==> src/rtl/wb_write_queue.sv <==
// Write-back queue in front of the register file write port.
// Buffers write-back results, drains one per cycle in push order, filters x0
// writes, and forwards the youngest pending value to two operand read ports.
module wb_write_queue #(
    parameter int unsigned DEPTH  = 4,
    parameter int unsigned DATA_W = 32,
    parameter int unsigned ADDR_W = 5
) (
    input  logic                         CLK,
    input  logic                         RST,
    input  logic                         WB_VALID,
    output logic                         WB_READY,
    input  logic [ADDR_W-1:0]            WB_REG,
    input  logic [DATA_W-1:0]            WB_DATA,
    input  logic                         DRAIN_EN,
    input  logic                         FLUSH,
    output logic                         RegWEN,
    output logic [ADDR_W-1:0]            WRITE_REG,
    output logic [DATA_W-1:0]            REG_DATA_W,
    input  logic [ADDR_W-1:0]            FWD_REG_A,
    output logic                         FWD_HIT_A,
    output logic [DATA_W-1:0]            FWD_DATA_A,
    input  logic [ADDR_W-1:0]            FWD_REG_B,
    output logic                         FWD_HIT_B,
    output logic [DATA_W-1:0]            FWD_DATA_B,
    output logic [$clog2(DEPTH+1)-1:0]   COUNT,
    output logic                         EMPTY
);

    localparam int unsigned PTR_W = $clog2(DEPTH);
    localparam int unsigned CNT_W = $clog2(DEPTH + 1);

    logic [ADDR_W-1:0] r_reg   [DEPTH];
    logic [DATA_W-1:0] r_data  [DEPTH];
    logic [DEPTH-1:0]  r_valid;
    logic [PTR_W-1:0]  r_wr_ptr;
    logic [PTR_W-1:0]  r_rd_ptr;
    logic [CNT_W-1:0]  r_count;

    logic              w_empty;
    logic              w_ready;
    logic              w_push;
    logic              w_pop;
    logic              w_hit_a;
    logic              w_hit_b;
    logic [DATA_W-1:0] w_fdata_a;
    logic [DATA_W-1:0] w_fdata_b;

    assign w_empty = (r_count == '0);
    // Full check deliberately ignores a same-cycle pop to keep WB_READY off the drain path.
    assign w_ready = (r_count < CNT_W'(DEPTH)) && !FLUSH;
    // A handshake on x0 completes but never allocates an entry.
    assign w_push  = WB_VALID && w_ready && (WB_REG != '0);
    assign w_pop   = !w_empty && DRAIN_EN;

    // Queue state: flush clears everything, otherwise push at tail and pop at head.
    always_ff @(posedge CLK or negedge RST) begin
        if (!RST) begin
            r_wr_ptr <= '0;
            r_rd_ptr <= '0;
            r_count  <= '0;
            r_valid  <= '0;
            for (int unsigned i = 0; i < DEPTH; i++) begin
                r_reg[PTR_W'(i)]  <= '0;
                r_data[PTR_W'(i)] <= '0;
            end
        end else if (FLUSH) begin
            r_wr_ptr <= '0;
            r_rd_ptr <= '0;
            r_count  <= '0;
            r_valid  <= '0;
        end else begin
            if (w_push) begin
                r_reg[r_wr_ptr]   <= WB_REG;
                r_data[r_wr_ptr]  <= WB_DATA;
                r_valid[r_wr_ptr] <= 1'b1;
                r_wr_ptr          <= r_wr_ptr + PTR_W'(1);
            end
            if (w_pop) begin
                r_valid[r_rd_ptr] <= 1'b0;
                r_rd_ptr          <= r_rd_ptr + PTR_W'(1);
            end
            case ({w_push, w_pop})
                2'b10:   r_count <= r_count + CNT_W'(1);
                2'b01:   r_count <= r_count - CNT_W'(1);
                default: r_count <= r_count;
            endcase
        end
    end

    // Forwarding lookup: scan oldest to youngest so the youngest match wins.
    always_comb begin
        w_hit_a   = 1'b0;
        w_hit_b   = 1'b0;
        w_fdata_a = '0;
        w_fdata_b = '0;
        for (int unsigned i = 0; i < DEPTH; i++) begin
            if (r_valid[PTR_W'(r_rd_ptr + PTR_W'(i))]) begin
                if ((FWD_REG_A != '0) && (r_reg[PTR_W'(r_rd_ptr + PTR_W'(i))] == FWD_REG_A)) begin
                    w_hit_a   = 1'b1;
                    w_fdata_a = r_data[PTR_W'(r_rd_ptr + PTR_W'(i))];
                end
                if ((FWD_REG_B != '0) && (r_reg[PTR_W'(r_rd_ptr + PTR_W'(i))] == FWD_REG_B)) begin
                    w_hit_b   = 1'b1;
                    w_fdata_b = r_data[PTR_W'(r_rd_ptr + PTR_W'(i))];
                end
            end
        end
    end

    assign WB_READY   = w_ready;
    assign RegWEN     = w_pop;
    assign WRITE_REG  = w_empty ? '0 : r_reg[r_rd_ptr];
    assign REG_DATA_W = w_empty ? '0 : r_data[r_rd_ptr];
    assign FWD_HIT_A  = w_hit_a;
    assign FWD_DATA_A = w_fdata_a;
    assign FWD_HIT_B  = w_hit_b;
    assign FWD_DATA_B = w_fdata_b;
    assign COUNT      = r_count;
    assign EMPTY      = w_empty;

endmodule

==> config.mk <==
export PLATFORM = sky130hd
export DESIGN_NAME = wb_write_queue
export DESIGN_NICKNAME = d
export VERILOG_FILES = /design/src/rtl/wb_write_queue.sv
export SDC_FILE = /design/constraint.sdc
export NUM_CORES = 1
export LEC_CHECK = 0
export ABC_AREA = 1
export BUFFER_PORTS_ARGS = -buffer_cell sky130_fd_sc_hd__buf_2
export CORE_MARGIN = 2
export CORE_UTILIZATION = 50
export DETAILED_ROUTE_END_ITERATION = 8
export HOLD_SLACK_MARGIN = 0.15
export PLACE_DENSITY = 0.7
export SLEW_MARGIN = 20
export SYNTH_ARGS = -nofsm -noshare
export SYNTH_HDL_FRONTEND = slang
export SYNTH_SLANG_ARGS = --single-unit
==> constraint.sdc <==
create_clock -name CLK -period 5.4 [get_ports CLK]
set_clock_uncertainty 0.1 [all_clocks]
set_input_delay 0.27 -clock CLK [delete_from_list [all_inputs] [get_ports CLK]]
set_output_delay 0.27 -clock CLK [all_outputs]
set_load 0.1 [all_outputs]
=== Word level (Yosys, flattened, before mapping) ===
Index checks and enable logic that the tools add are counted.

* $add $sub $neg: 6
* Multipliers: 0
* Div/mod/pow operators: 0
* Magnitude comparators: 14
* Equality and inequality tests: 10
* Shifts and indexed selects: 0
* Mux-type cells: 86
* Bitwise logic cells: 9
* Reduce and logical (&&, ||, !) cells: 25

{| class="wikitable"
|+ Operators by type and width
! cell !! count
|-
| 32-bit two-way mux || 26
|-
| 32-bit binary-select mux with 2-bit select || 4
|-
| 128-bit bitwise mux || 1
|-
| 32-bit demux with 2-bit select || 1
|-
| 5-bit two-way mux || 10
|-
| 5-bit binary-select mux with 2-bit select || 4
|-
| 5-bit == test || 8
|-
| 1-bit two-way mux || 22
|-
| 20-bit bitwise mux || 1
|-
| 4-bit two-way mux || 4
|-
| 3-bit greater-or-equal comparator (second input constant) || 5
|-
| 1-bit logical AND || 15
|-
| 2-bit by 3-bit < comparator with 1-bit output (second input constant) || 5
|-
| 2-bit NOT with 3-bit output || 5
|-
| 5-bit nonzero test || 3
|-
| 5-bit demux with 2-bit select || 1
|-
| 1-bit binary-select mux with 2-bit select || 4
|-
| 2-bit two-way mux || 4
|-
| 3-bit one-hot mux with 2 select lines || 1
|-
| 2-bit by 1-bit adder with 2-bit output (second input constant) || 2
|-
| 2-bit adder (second input constant) || 2
|-
| 4-bit bitwise AND || 1
|-
| 1-bit demux with 2-bit select || 2
|-
| 2-bit by 1-bit greater-or-equal comparator with 1-bit output (second input constant) || 2
|-
| 15 further kinds || 17
|}

* Bits in registers: 159
* Bits in latches: 0
* Bits in writable memories: 0
* Memory bits (read-only): 0
* Input port bits: 52
* Output and inout bits: 109
* Word-level logic and storage cells: 162
* Memories kept: 0

=== Depth between registers and ports, before layout ===
Gate-level depths: netlist of run 1.

* Word-level depth: 14
* Gate-level depth with buffers: 19
* Gate-level depth less buffers: 14

=== Worst setup path before layout of run 1 ===
No wires, ideal clock.

* Kind: register to register
* From: register r_count[0], in the netlist COUNT[0]
* To: register r_count[2], in the netlist COUNT[2]
* Setup time: 0.127 ns
* Arrival time: 3.747 ns
* Required time: 5.173 ns
* Slack: 1.426 ns
* Stages on the path, launching flop included: 10
* Buffers on the path: 0
* Period minus slack after synthesis: 3.974 ns
* Cell sequence: dfrtp_1 nor3_1 nor2_1 nand2_1 inv_1 fa_1 xnor2_1 xor2_1 nand3_1 o21ai_0

* Elaborated cells between the ends (all ways): 14
* Those cells by class: add/sub: 2; order compare: 1; eq/ne: 2; mux: 2; reduce/logical: 7

{| class="wikitable"
|+ RTL lines
! item !! RTL line !! source
|-
| start, declared || 38 || <nowiki>logic [CNT_W-1:0] r_count;</nowiki>
|-
| start signal, assigned || 84 || <nowiki>2'b10: r_count <= r_count + CNT_W'(1);</nowiki>
|-
| start signal, assigned || 85 || <nowiki>2'b01: r_count <= r_count - CNT_W'(1);</nowiki>
|-
| start signal, assigned || 86 || <nowiki>default: r_count <= r_count;</nowiki>
|-
| 3-bit logical NOT * || 49 || <nowiki>assign w_empty = (r_count == '0);</nowiki>
|-
| 1-bit logical NOT * || 54 || <nowiki>assign w_pop = !w_empty && DRAIN_EN;</nowiki>
|-
| 1-bit logical AND * || 54 ||
|-
| named net RegWEN || 17 || <nowiki>output logic RegWEN,</nowiki>
|-
| 2-bit by 1-bit == test with 1-bit output or 2-bit == test (tied branches) || 83 || <nowiki>case ({w_push, w_pop})</nowiki>
|-
| 3-bit one-hot mux with 2 select lines || 83 ||
|-
| 3-bit two-way mux || 67 || <nowiki>end else if (FLUSH) begin</nowiki>
|}

The timed path passes the listed nets; every way through them passes the cells marked *.
A chain may end at the register's enable or synchronous reset.

=== Worst setup path after layout of run 1 ===
* From: register r_rd_ptr[1]
* To: output FWD_HIT_B

* Longest elaborated chain between the ends: 14
* Elaborated cells between the ends (all ways): 43
* Those cells by class: add/sub: 3; eq/ne: 4; mux: 28; bitwise: 4; reduce/logical: 4

{| class="wikitable"
|+ RTL lines
! item !! RTL line !! source
|-
| start, declared || 37 || <nowiki>logic [PTR_W-1:0] r_rd_ptr;</nowiki>
|-
| start signal, assigned || 81 || <nowiki>r_rd_ptr <= r_rd_ptr + PTR_W'(1);</nowiki>
|-
| parallel branches: the longest is 13 deep, another holds 2-bit by 1-bit adder with 2-bit output || - ||
|-
| 1-bit two-way mux * || 98 || <nowiki>if (r_valid[PTR_W'(r_rd_ptr + PTR_W'(i))]) begin</nowiki>
|-
| end, declared || 24 || <nowiki>output logic FWD_HIT_B,</nowiki>
|}

Mark *: on every way between the ends. The select of a mux whose other input is x is not followed.

==> results.env, run 1 <==
MAX_SLEW.WORST_PIN.SLEW_NS=1.11
DATA_REQUIRED_TIME_OF_THE_WORST_PATH_NS=5.03
YOSYS_REG_BITS=159
DESIGN.CORE.AREA_MM2=0.0260
IOPINCOUNT=161
SYNTHESIS.YOSYS.WARNINGS=0
TIMING.CRITICAL_PATH.TO_TYPE='output pin'
WORST_EP_ARRIVAL_TIME_NS=4.42
CTS_MAX_LEVEL=4
ANT_NETS=0
FIN_SETUP_TNS_NS=0
DRC=0
WORST_SKEW_PAIR.LATE_LATENCY_NS=0.42
POST_ROUTE_CELLS_DRIVE_ABOVE_1_SHARE_PCT=11.8
ROUTED_WIRE_LENGTH_PER_INSTANCE_UM=15.5
GRT_PASS1_WL_UM=65300
SYNTH_CELLS=2092
AVGSYNTHCELLAREA_UM2=6.30
CTS.SINKS=159
FLOORPLAN.DIE.HEIGHT_UM=166
GRT.OVERFLOW.TOTAL=0
CELL_AT_THE_ROOT_OF_THE_CLOCK_TREE='sky130_fd_sc_hd__clkbuf_16'
RSZ0062_AT_GRT='no'
ROUTABILITYCONGESTION=0.974
N_FILL_CELL=2584
PRE_CTS_SLACK_NS=1.05
TRITONCTS_BUFFERS=17
YOSYSSEQAREASHARE_PCT=30.2
WORST_SLEW_SLACK_AS_A_FRACTION_OF_ITS_LIMIT_PCT=26.1
WORSTSETUPSTARTPOINTTYPE='flip-flop'
NETLIST_AREA_MM2=0.0132
POST-ROUTE-MIN-PERIOD_NS=4.79
ANTENNADIODECOUNT=0
ROUTE.FINAL.WIRE_LENGTH_UM=39300
DETAILEDROUTE.FIRSTITERATIONVIOLATIONS=1319
CTS_TREE='built'
MAX_CAP_VIOLATIONS=0
SETUP_VIOL=0
FINAL-MAX-SLEW-VIOLATION-COUNT=0
FLOORPLAN.DIE_AREA_MM2=0.0277
PATH_MAX_FANOUT=89
WORST_SLACK_NS=0.608
POST_CTS_RESIZED=0
GRT_START_MAX_NET_PINS=155
DIE_X_UM=166
CLOCKBUFFERDEPTH=2
DRT_FIRST_PASS_ITERS=6
VIASPERCELL=5.41
PLACEMENTROWS=59
WORST_SETUP_HOLD_PATH_CLK_SLEW_NS=0.07
HOLD_PATH_DEPTH=4
PERIOD_SHARE_PCT=88.7
PORTBUFFERS=160
FIRST_GLOBAL_VIAS=13100
GLOBAL_ROUTE.USAGE.TOTAL_PCT=28.7
NUM_VIAS=13800
HP-CLASS='primary input to flip-flop'
NUMBER_OF_FLIP_FLOPS_IN_THE_LARGEST_REGISTER=128
POST_SYNTH_NUM_CELL_TYPES=36
PATH_CLASS='flip-flop to output pin'
HOLD_VIOLATIONS=0
DPL.HPWL_UM=25900
OUTCOME='complete, no violations'
ANTENNA_VIOLATIONS_BEFORE_REPAIR=0
REG2REGPATHDEPTH=5
FF_LATCH_AREA_MM2=0.00398
START_UTIL_PCT=50.7
MAX_FREQ_MHz=209
SYNTHESIS.NETS=2153
SYNTHTOLAYOUTAREAGROWTH_PCT=12.9
NETS=2257
MULTI_INPUT_COMB_AREA_MM2=0.00785
-- cells in the mapped netlist, drive strengths merged --
library cell | number | area share (%)
a211oi | 5 | 0.28
a21oi | 13 | 0.52
and2 | 1 | 0.066
buf | 90 | 4.6
clkbuf | 46 | 1.3
clkinv | 1 | 0.028
dfrtp | 159 | 30
fa | 1 | 0.15
ha | 8 | 0.76
inv | 162 | 4.7
mux2i | 128 | 9.7
nand2 | 685 | 20
nand3 | 144 | 5.9
nand4 | 2 | 0.095
nor2 | 347 | 10
nor3 | 2 | 0.076
nor3b | 1 | 0.057
o2111ai | 2 | 0.13
o21a | 1 | 0.057
o21ai | 290 | 11
xnor2 | 1 | 0.066
xor2 | 3 | 0.20
-- repair_timing --
| item | 4_1_cts | 5_1_grt |
|---|---|---|
| hold buffers | 39 | 0 |
| buffers inserted | 0 | 0 |
| hold endpoints to repair | 200 | 0 |
| endpoints found under the setup margin | 0 | 0 |
-- metal layers --
layer / up-vias / global-route usage, % / wire, µm
met4: 0 / 9.33 / 1010
li1: 6834 / - / -
met2: 497 / 49.1 / 18600
met1: 6360 / 37.9 / 17400
met5: - / 0 / 0
met3: 75 / 3.43 / 2370
-- worst max-delay path, cell delays in order, from the launching register on --
cell                        delay, ns
sky130_fd_sc_hd__dfrtp_1         0.75
sky130_fd_sc_hd__inv_4           0.05
sky130_fd_sc_hd__ha_1            0.48
sky130_fd_sc_hd__clkinv_2        0.23
sky130_fd_sc_hd__buf_4           0.62
sky130_fd_sc_hd__nand3_1         0.14
sky130_fd_sc_hd__nand2_1         0.16
sky130_fd_sc_hd__clkinv_1        0.09
sky130_fd_sc_hd__nor2_1          0.09
sky130_fd_sc_hd__o21ai_1         0.09
sky130_fd_sc_hd__nor2_4          0.12
sky130_fd_sc_hd__buf_4           0.42
sky130_fd_sc_hd__inv_1           0.08
sky130_fd_sc_hd__o2111ai_1       0.15
sky130_fd_sc_hd__buf_2           0.50
-- through the flow --
step	utilization (%)	cells	cell area [µm²]	hold WS, ns
after global placement	53.4	2473	13900	0.124
after global routing	57.3	2544	14900	0.243
final	57.3	2544	14900	0.224
after CTS	57.3	2544	14900	0.214
after detailed placement	53.4	2473	13900	0.128
after floorplan	-	2092	13200	-0.126
-- path summary, 6_finish.rpt --
check	endpoint	from	slack, ns
max	FWD_HIT_B	r_rd_ptr[1]	0.61
max in group asynchronous	r_data[19]	RST	3.65
max reg2reg	r_valid[1]	r_rd_ptr[1]	2.83
min in group asynchronous	r_data[5]	RST	0.23
min	r_wr_ptr[1]	WB_VALID	0.22
min reg2reg	r_data[18]	r_data[18]	0.41
-- cell type report --
class / instances / area share [%]
flip-flops and latches: 159 / 26.8
clock buffers: 19 / 2.98
multi-input cells: 1634 / 52.8
well taps: 335 / 2.82
repair buffers: 221 / 9.32
clock inverters: 13 / 1.18
inverters: 163 / 4.19
-- layout by cell type, fill, tap and decap left out, types with 2 or more instances in the layout --
master	netlist	layout
sky130_fd_sc_hd__nand2_1	673	669
sky130_fd_sc_hd__nor2_1	337	337
sky130_fd_sc_hd__o21ai_0	282	282
sky130_fd_sc_hd__buf_2	31	159
sky130_fd_sc_hd__dfrtp_1	159	158
sky130_fd_sc_hd__inv_1	158	158
sky130_fd_sc_hd__nand3_1	133	131
sky130_fd_sc_hd__mux2i_1	128	128
sky130_fd_sc_hd__dlygate4sd3_1	0	39
sky130_fd_sc_hd__buf_4	26	20
sky130_fd_sc_hd__clkbuf_16	0	17
sky130_fd_sc_hd__nand2_2	12	13
sky130_fd_sc_hd__nand3_2	10	12
sky130_fd_sc_hd__a21oi_1	12	12
sky130_fd_sc_hd__o21ai_1	8	8
sky130_fd_sc_hd__ha_1	8	8
sky130_fd_sc_hd__nor2_4	4	6
sky130_fd_sc_hd__a211oi_1	5	5
sky130_fd_sc_hd__inv_6	0	4
sky130_fd_sc_hd__inv_8	1	3
sky130_fd_sc_hd__xor2_1	3	3
sky130_fd_sc_hd__nor2_2	5	3
sky130_fd_sc_hd__nand2_4	0	3
sky130_fd_sc_hd__bufinv_16	0	3
sky130_fd_sc_hd__clkinvlp_4	0	3
sky130_fd_sc_hd__nand4_1	2	2
sky130_fd_sc_hd__clkinv_2	0	2
sky130_fd_sc_hd__o2111ai_1	2	2
sky130_fd_sc_hd__buf_12	0	2
-- cell families (layout without fill, tap and decap cells) --
kind of cell    Yosys count  after routing  share of synthesized area [%]
fa+ha+maj                 9              9                          0.911
compound gates          311            311                           12.0
buf+inv                 299            416                           10.6
flops                   159            159                           30.2
mux                     128            128                           9.72
simple gates           1182           1182                           36.3
xor+xnor                  4              4                          0.266
Power of run 1 is left out: the tool's default activity adds up to more than one toggle a clock period on the data nets, which glitch-free logic cannot reach.
==> run 2, diff against run 1 <==
--- a/config.mk
+++ b/config.mk
@@ -5,8 +5,7 @@
 export SDC_FILE = /design/constraint.sdc
 export NUM_CORES = 1
 export LEC_CHECK = 0
-export ABC_AREA = 1
-export BUFFER_PORTS_ARGS = -buffer_cell sky130_fd_sc_hd__buf_2
+export BUFFER_PORTS_ARGS = -buffer_cell sky130_fd_sc_hd__clkbuf_2
 export CORE_MARGIN = 2
 export CORE_UTILIZATION = 50
 export DETAILED_ROUTE_END_ITERATION = 8
==> results.env, run 2 <==
DRC=0  # unchanged
RANKING_OF_SYNTHESIZED_CELLS_BY_AREA='sky130_fd_sc_hd__dfrtp_1 (31%), sky130_fd_sc_hd__mux4_2 (26%), sky130_fd_sc_hd__mux2_2 (13%), sky130_fd_sc_hd__a221oi_2 (3.5%), sky130_fd_sc_hd__o31ai_2 (2.9%)'  # was sky130_fd_sc_hd__dfrtp_1 (30%), sky130_fd_sc_hd__nand2_1 (19%), sky130_fd_sc_hd__o21ai_0 (11%), sky130_fd_sc_hd__mux2i_1 (9.7%), sky130_fd_sc_hd__nor2_1 (9.6%)
WORST_HOLD_STARTPOINT='DRAIN_EN'  # was WB_VALID
SYNTH_TOP_AREA_SHARE_PCT=30.5  # was 30.2%
ANT_NETS=0  # unchanged
NETS=1255  # was 2257
YOSYS_REG_BITS=159  # unchanged
ANTENNADIODECOUNT=0  # unchanged
POST_ROUTE_CELLS_DRIVE_ABOVE_1_SHARE_PCT=52.6  # was 11.8%
PERIOD_SHARE_PCT=93.2  # was 88.7%
MAX_CAP_VIOLATIONS=0  # unchanged
SYNTHESIS.YOSYS.WARNINGS=0  # unchanged
CLOCKBUFFERDEPTH=2  # unchanged
DATA_REQUIRED_TIME_OF_THE_WORST_PATH_NS=5.03  # about the same
TRITONCTS_BUFFERS=17  # unchanged
WORST_SKEW_PAIR.LATE_LATENCY_NS=0.44  # was 0.42 ns
HP-CLASS='primary input to flip-flop'  # unchanged
IOPINCOUNT=161  # unchanged
N_FILL_CELL=1916  # was 2584
VIASPERCELL=6.68  # was 5.41
WORST_SETUP_HOLD_PATH_CLK_SLEW_NS=0.07  # about the same
IR_DROP_WORST_CASE_VDD_mV=0.583
NUMBER_OF_FLIP_FLOPS_IN_THE_LARGEST_REGISTER=128  # unchanged
POWER.DENSITY_mW_PER_MM2=536
FF_LATCH_AREA_MM2=0.00399  # was 0.00398 mm²
FINAL_COMMON_CELL='sky130_fd_sc_hd__dfrtp_1'  # was sky130_fd_sc_hd__nand2_1
LAYOUTNONFILLERINSTCOUNT=1542  # was 2544
FLOORPLAN.DIE.HEIGHT_UM=165  # was 166 µm
WORST-R2R-SETUP-SLACK_NS=2.64  # was 2.83 ns
OUTCOME='complete, no violations'  # unchanged
CRIT_PATH_MAX_INCR_DELAY_NS=0.75  # about the same
PORTBUFFERS=160  # unchanged
POST-SYNTH-TOP-COUNT-CELL='sky130_fd_sc_hd__dfrtp_1'  # was sky130_fd_sc_hd__nand2_1
GRT_START_MAX_NET_PINS=111  # was 155
YOSYSSEQAREASHARE_PCT=30.5  # was 30.2%
DETAILEDROUTE.FIRSTITERATIONVIOLATIONS=908  # was 1319
START_UTIL_PCT=50.4  # was 50.7%
LAYOUT.CORE_UTILIZATION_PCT=64.3  # was 57.3%
FIRST_GLOBAL_VIAS=10500  # was 13100
SYNTH_CELLS=1050  # was 2092
TIMING.CRITICAL_PATH.TO_TYPE='output pin'  # unchanged
SYNTH_COMMONEST_CELLS='sky130_fd_sc_hd__dfrtp_1 (159), sky130_fd_sc_hd__mux2_2 (150), sky130_fd_sc_hd__mux4_2 (150)'  # was sky130_fd_sc_hd__nand2_1 (673), sky130_fd_sc_hd__nor2_1 (337), sky130_fd_sc_hd__o21ai_0 (282)
NETLIST_AREA_MM2=0.0130  # was 0.0132 mm²
SYNTHTOLAYOUTAREAGROWTH_PCT=27.4  # was 12.9%
ROUTED_WIRE_LENGTH_PER_INSTANCE_UM=23.6  # was 15.5 µm
MAX_FREQ_MHz=199  # was 209 MHz
PATH_CELLS='inv_1, ha_4, mux4_2, xor2_1, nor3_1, and2_2, buf_12, a221oi_2, o31ai_4, buf_12'  # was inv_4, ha_1, clkinv_2, buf_4, nand3_1, nand2_1, clkinv_1, nor2_1, o21ai_1, nor2_4, buf_4, inv_1, o2111ai_1, buf_2
NUM_VIAS=10300  # was 13800
STATIC-LEAKAGE-POWER_nW=6.50
MULTI_INPUT_COMB_AREA_MM2=0.00910  # was 0.00785 mm²
DESIGN.CORE.AREA_MM2=0.0258  # was 0.0260 mm²
POST_CTS_RESIZED=0  # unchanged
PATH_CLASS='flip-flop to output pin'  # unchanged
CTS.SINKS=159  # unchanged
POST-ROUTE-MIN-PERIOD_NS=5.03  # was 4.79 ns
ROUTABILITYCONGESTION=0.909  # was 0.974
DIE_X_UM=165  # was 166 µm
GRT.OVERFLOW.TOTAL=0  # unchanged
CTS_TREE='built'  # unchanged
ASYNC_FLOP_SHARE_PCT=100  # unchanged
CELL_AT_THE_ROOT_OF_THE_CLOCK_TREE='sky130_fd_sc_hd__clkbuf_16'  # unchanged
DPL.HPWL_UM=24600  # was 25900 µm
TIMING.CRITICAL_PATH.MODE_CELL='sky130_fd_sc_hd__buf_12'  # was sky130_fd_sc_hd__buf_4
PATH_MAX_FANOUT=38  # was 89
DRT_FIRST_PASS_ITERS=5  # was 6
RSZ0062_AT_GRT='no'  # unchanged
YS_DOMINANT_REG_CELL='sky130_fd_sc_hd__dfrtp_1'  # unchanged
POST-PLACE-CELLS=1470  # was 2473
CTS_MAX_LEVEL=4  # unchanged
SYNTHESIS.NETS=1111  # was 2153
LAYOUT_COMMON_CELLS='sky130_fd_sc_hd__dfrtp_1 (157), sky130_fd_sc_hd__mux4_2 (150), sky130_fd_sc_hd__mux2_2 (150), sky130_fd_sc_hd__clkbuf_2 (94), sky130_fd_sc_hd__nor2_1 (77)'  # was sky130_fd_sc_hd__nand2_1 (669), sky130_fd_sc_hd__nor2_1 (337), sky130_fd_sc_hd__o21ai_0 (282), sky130_fd_sc_hd__buf_2 (159)
ANTENNA_VIOLATIONS_BEFORE_REPAIR=0  # unchanged
SYNTH-EDFF-COUNT=0  # unchanged
POST-SYNTH-TOP-AREA-CELL='sky130_fd_sc_hd__dfrtp_1'  # unchanged
TIMING.RR.START='r_rd_ptr[1]'  # unchanged
WORSTSETUPSTARTPOINTTYPE='flip-flop'  # unchanged
WORST_EP_ARRIVAL_TIME_NS=4.66  # was 4.42 ns
FINAL-MAX-SLEW-VIOLATION-COUNT=0  # unchanged
SETUP_VIOL=0  # unchanged
MAX_SLEW.WORST_PIN.SLEW_NS=0.903  # was 1.11 ns
CRIT_SLOWEST_CELL='sky130_fd_sc_hd__dfrtp_4'  # was sky130_fd_sc_hd__dfrtp_1
POST_SYNTH_NUM_CELL_TYPES=45  # was 36
FLOORPLAN.DIE_AREA_MM2=0.0274  # was 0.0277 mm²
AVGSYNTHCELLAREA_UM2=12.4  # was 6.30 µm²
GRT_PASS1_WL_UM=58500  # was 65300 µm
GLOBAL_ROUTE.USAGE.TOTAL_PCT=28.0  # was 28.7%
PLACEMENTROWS=59  # unchanged
WORST_SLEW_SLACK_AS_A_FRACTION_OF_ITS_LIMIT_PCT=39.8  # was 26.1%
ROUTE.FINAL.WIRE_LENGTH_UM=36300  # was 39300 µm
HOLD_VIOLATIONS=0  # unchanged
CP-STARTPOINT='r_rd_ptr[1]'  # unchanged
## run 2: cell count changes after synthesis, moves of 150 or more
cell and delta:
sky130_fd_sc_hd__o21ai_0 -281, sky130_fd_sc_hd__nand2_1 -596, sky130_fd_sc_hd__mux2_2 +150, sky130_fd_sc_hd__inv_1 -153, sky130_fd_sc_hd__mux4_2 +150, sky130_fd_sc_hd__nor2_1 -258
## run 2: stage by stage
stage	TNS, ns	hold WS, ns	total power [mW]	instance area [µm²]	worst slack, ns
floorplan	-4.97	-0.126	6.60	13500	-0.211
detailed placement	0	0.348	7.63	15600	0.787
finish	0	0.294	8.90	16600	0.369
global placement	0	0.331	7.50	15600	0.842
CTS	0	0.285	8.92	16600	0.296
global route	0	0.353	9.35	16600	0.0589
## run 2: kinds of logic after synthesis
family / after synthesis / synth area share, %
compound gates: 158 / 12.3
xor+xnor: 44 / 2.96
flops: 159 / 30.5
fa+ha+maj: 9 / 0.922
buf+inv: 110 / 4.11
simple gates: 261 / 9.57
mux: 309 / 39.6
## run 2: layout make-up
cell class | instances | share of cell area (%)
flip-flops and latches | 159 | 24.0
inverters | 6 | 0.136
multi-input cells | 781 | 54.8
repair buffers | 229 | 14.9
clock buffers | 18 | 2.64
clock inverters | 14 | 1.04
well taps | 335 | 2.52
## run 2: metal layers
layer | up-vias | GRT usage (%) | routed length, µm | share of wire [%]
met4 | 0 | 9.01 | 886 | 2.4
met5 | - | 0 | 0 | 0
met1 | 5329 | 37.3 | 14500 | 40
li1 | 4408 | - | - | -
met2 | 492 | 46.6 | 18200 | 50
met3 | 74 | 5.07 | 2760 | 7.6
## run 2: timing repair
item	4_1_cts	5_1_grt
hold buffers	40	0
buffers inserted	0	0
hold endpoints to repair	255	0
## run 2: power breakdown
| group | switching [mW] | internal [mW] | total (mW) | leakage (nW) |
|---|---|---|---|---|
| combinational | 3.34 | 2.16 | 5.50 | 4.16 |
| sequential | 0.538 | 1.62 | 2.16 | 2.04 |
| clock | 0.536 | 0.712 | 1.25 | 0.302 |
## run 2: path summary, 6_finish.rpt
kind	endpoint	cells past startpoint
min in group asynchronous	r_data[90]	2
max in group asynchronous	r_data[13]	3
setup / recovery	FWD_DATA_B[0]	10
hold / removal	r_valid[0]	4
hold reg to reg	r_data[23]	1
setup reg to reg	r_rd_ptr[1]	6
## run 2: worst max-delay path: cells and delay by family (launching register included)
kind                     cells  cell delay [ns]
adder cells (fa/ha/maj)      1             0.50
buffers and inverters        3             0.73
AO/OA/AOI/OAI                2             0.49
multiplexers                 1             0.59
flip-flops                   1             0.75
XOR/XNOR                     1             0.17
AND/OR/NAND/NOR              2             0.96
Note: power is estimated with default switching activity, not from simulation.
==> run 3, diff against run 2 <==
==> constraint.sdc (replaced) <==
create_clock -name CLK -period 6 [get_ports CLK]
set_clock_uncertainty 0.1 [all_clocks]
set_input_delay 0.3 -clock CLK [delete_from_list [all_inputs] [get_ports CLK]]
set_output_delay 0.3 -clock CLK [all_outputs]
set_load 0.1 [all_outputs]
==> results.env, run 3 (synthesized netlist as in run 2, its figures left out) <==
NUMBER_OF_FLIP_FLOPS_IN_THE_LARGEST_REGISTER=128  # unchanged
HOLD_WS_NS=0.171  # was 0.294 ns
ROUTABILITYCONGESTION=0.892  # was 0.909
POST-ROUTE-MIN-PERIOD_NS=5.54
ROUTE.FINAL.WIRE_LENGTH_UM=36100  # was 36300 µm
LAYOUT_COMMON_CELLS='sky130_fd_sc_hd__dfrtp_1 (157), sky130_fd_sc_hd__clkbuf_2 (157), sky130_fd_sc_hd__mux4_2 (150), sky130_fd_sc_hd__mux2_2 (150), sky130_fd_sc_hd__nor2_1 (77)'  # was sky130_fd_sc_hd__dfrtp_1 (157), sky130_fd_sc_hd__mux4_2 (150), sky130_fd_sc_hd__mux2_2 (150), sky130_fd_sc_hd__clkbuf_2 (94), sky130_fd_sc_hd__nor2_1 (77)
WORST-R2R-SETUP-SLACK_NS=3.40  # was 2.64 ns
SETUP_VIOL=0  # unchanged
OUTCOME='complete, no violations'  # unchanged
WORST_SLEW_SLACK_AS_A_FRACTION_OF_ITS_LIMIT_PCT=22.1  # was 39.8%
ANTENNADIODECOUNT=0  # unchanged
CTS_TREE='built'  # unchanged
TRITONCTS_BUFFERS=17  # unchanged
DRC=0  # unchanged
HP-CLASS='primary input to flip-flop'  # unchanged
DETAILEDROUTE.FIRSTITERATIONVIOLATIONS=948  # was 908
RSZ0062_AT_GRT='no'  # unchanged
CELL_AT_THE_ROOT_OF_THE_CLOCK_TREE='sky130_fd_sc_hd__clkbuf_16'  # unchanged
NUM_VIAS=10300  # about the same
MAX_SLEW.WORST_PIN.SLEW_NS=1.17  # was 0.903 ns
DRT_FIRST_PASS_ITERS=5  # unchanged
IR_DROP_WORST_CASE_VDD_mV=0.495  # was 0.583 mV
DIE_X_UM=165  # unchanged
WORST_EP_ARRIVAL_TIME_NS=5.14  # was 4.66 ns
DATA_REQUIRED_TIME_OF_THE_WORST_PATH_NS=5.60  # was 5.03 ns
ROUTED_WIRE_LENGTH_PER_INSTANCE_UM=23.4  # was 23.6 µm
PATH_CLASS='flip-flop to output pin'  # unchanged
PERIOD_SHARE_PCT=92.3
IOPINCOUNT=161  # unchanged
WORSTSETUPSTARTPOINTTYPE='flip-flop'  # unchanged
FLOORPLAN.DIE.HEIGHT_UM=165  # unchanged
HOLD_VIOLATIONS=0  # unchanged
PLACED_CELL_AREA_MM2=0.0142  # was 0.0156 mm²
ANT_NETS=0  # unchanged
FLOORPLAN.DIE_AREA_MM2=0.0274  # unchanged
START_UTIL_PCT=50.4  # unchanged
CLOCKBUFFERDEPTH=2  # unchanged
POST-ROUTE-CELL-AREA_MM2=0.0152  # was 0.0166 mm²
MAX_FREQ_MHz=180
PATH_MAX_FANOUT=40  # was 38
POWER.DENSITY_mW_PER_MM2=521  # was 536 mW/mm²
WORST_SETUP_HOLD_PATH_CLK_SLEW_NS=0.07  # about the same
PLACEMENTROWS=59  # unchanged
P_TOTAL_mW=7.94  # was 8.90 mW
SYNTHTOLAYOUTAREAGROWTH_PCT=16.9  # was 27.4%
DESIGN.CORE.AREA_MM2=0.0258  # unchanged
GRT_START_MAX_NET_PINS=95  # was 111
WORST_SKEW_PAIR.LATE_LATENCY_NS=0.44  # about the same
GRT.OVERFLOW.TOTAL=0  # unchanged
NETS=1255  # unchanged
ANTENNA_VIOLATIONS_BEFORE_REPAIR=0  # unchanged
GRT_PASS1_WL_UM=56800  # was 58500 µm
POST_CTS_RESIZED=0  # unchanged
VIASPERCELL=6.65  # was 6.68
CTS_MAX_LEVEL=4  # unchanged
FIRST_GLOBAL_VIAS=10100  # was 10500
MAX_CAP_VIOLATIONS=0  # unchanged
PORTBUFFERS=160  # unchanged
FINAL-MAX-SLEW-VIOLATION-COUNT=0  # unchanged
DPL.HPWL_UM=23900  # was 24600 µm
STATIC-LEAKAGE-POWER_nW=6.19  # was 6.50 nW
TIMING.CRITICAL_PATH.TO_TYPE='output pin'  # unchanged
CTS.SINKS=159  # unchanged
POST_ROUTE_CELLS_DRIVE_ABOVE_1_SHARE_PCT=52.2  # was 52.6%
GLOBAL_ROUTE.USAGE.TOTAL_PCT=27.1  # was 28.0%
[run 3: worst max-delay path: stages (launching register included)]
cell and delay, ns:
sky130_fd_sc_hd__dfrtp_4 0.62, sky130_fd_sc_hd__inv_1 0.19, sky130_fd_sc_hd__ha_4 0.75, sky130_fd_sc_hd__mux4_2 0.63, sky130_fd_sc_hd__xnor2_1 0.25, sky130_fd_sc_hd__nand4_2 0.28, sky130_fd_sc_hd__nor2_4 0.83, sky130_fd_sc_hd__a221oi_1 0.26
sky130_fd_sc_hd__o31ai_2 0.36, sky130_fd_sc_hd__clkbuf_2 0.52
[run 3: final timing paths]
check	start	endpoint	cells after the start
worst max-delay path	r_rd_ptr[1]	FWD_DATA_A[6]	9
worst min-delay path	DRAIN_EN	r_rd_ptr[1]	4
worst max register to register	COUNT[0]	COUNT[2]	8
worst min register to register	r_reg[1]	r_reg[1]	1
max in group asynchronous	RST	r_rd_ptr[0]	3
min in group asynchronous	RST	r_data[57]	2
[run 3: routing by layer]
metal	track usage, %	vias up	share of wire (%)
li1	-	4398	-
met1	37.6	5296	41
met2	43.9	481	49
met3	3.32	86	7.0
met4	10.7	0	3.0
met5	0	-	0
[run 3: power breakdown]
part,switching (mW),internal [mW]
Clock,0.488,0.667
Combinational,2.94,1.88
Sequential,0.510,1.46
Total,3.94,4.00
[run 3: layout make-up]
class / instances / area (µm²)
clock buffer: 17 / 425
inverter: 6 / 22.5
multi-input combinational: 781 / 8730
clock inverter: 15 / 195
fill: 2140 / 10600
timing repair buffer: 229 / 1460
sequential: 159 / 3990
tap: 335 / 419
[run 3: stage by stage]
stage	setup WS (ns)	utilization, %	std cells	setup TNS (ns)
2_1_floorplan	-0.468	-	1050	-2.46
3_3_place_gp	1.02	55.0	1470	0
3_5_place_dp	0.949	55.0	1470	0
4_1_cts	0.476	58.9	1541	0
5_1_grt	0.227	59.0	1542	0
6_report	0.459	59.0	1542	0
[run 3: repair_timing]
action	4_1_cts	5_1_grt
hold buffers	39	0
setup buffers	0	0
hold endpoints to repair	252	0
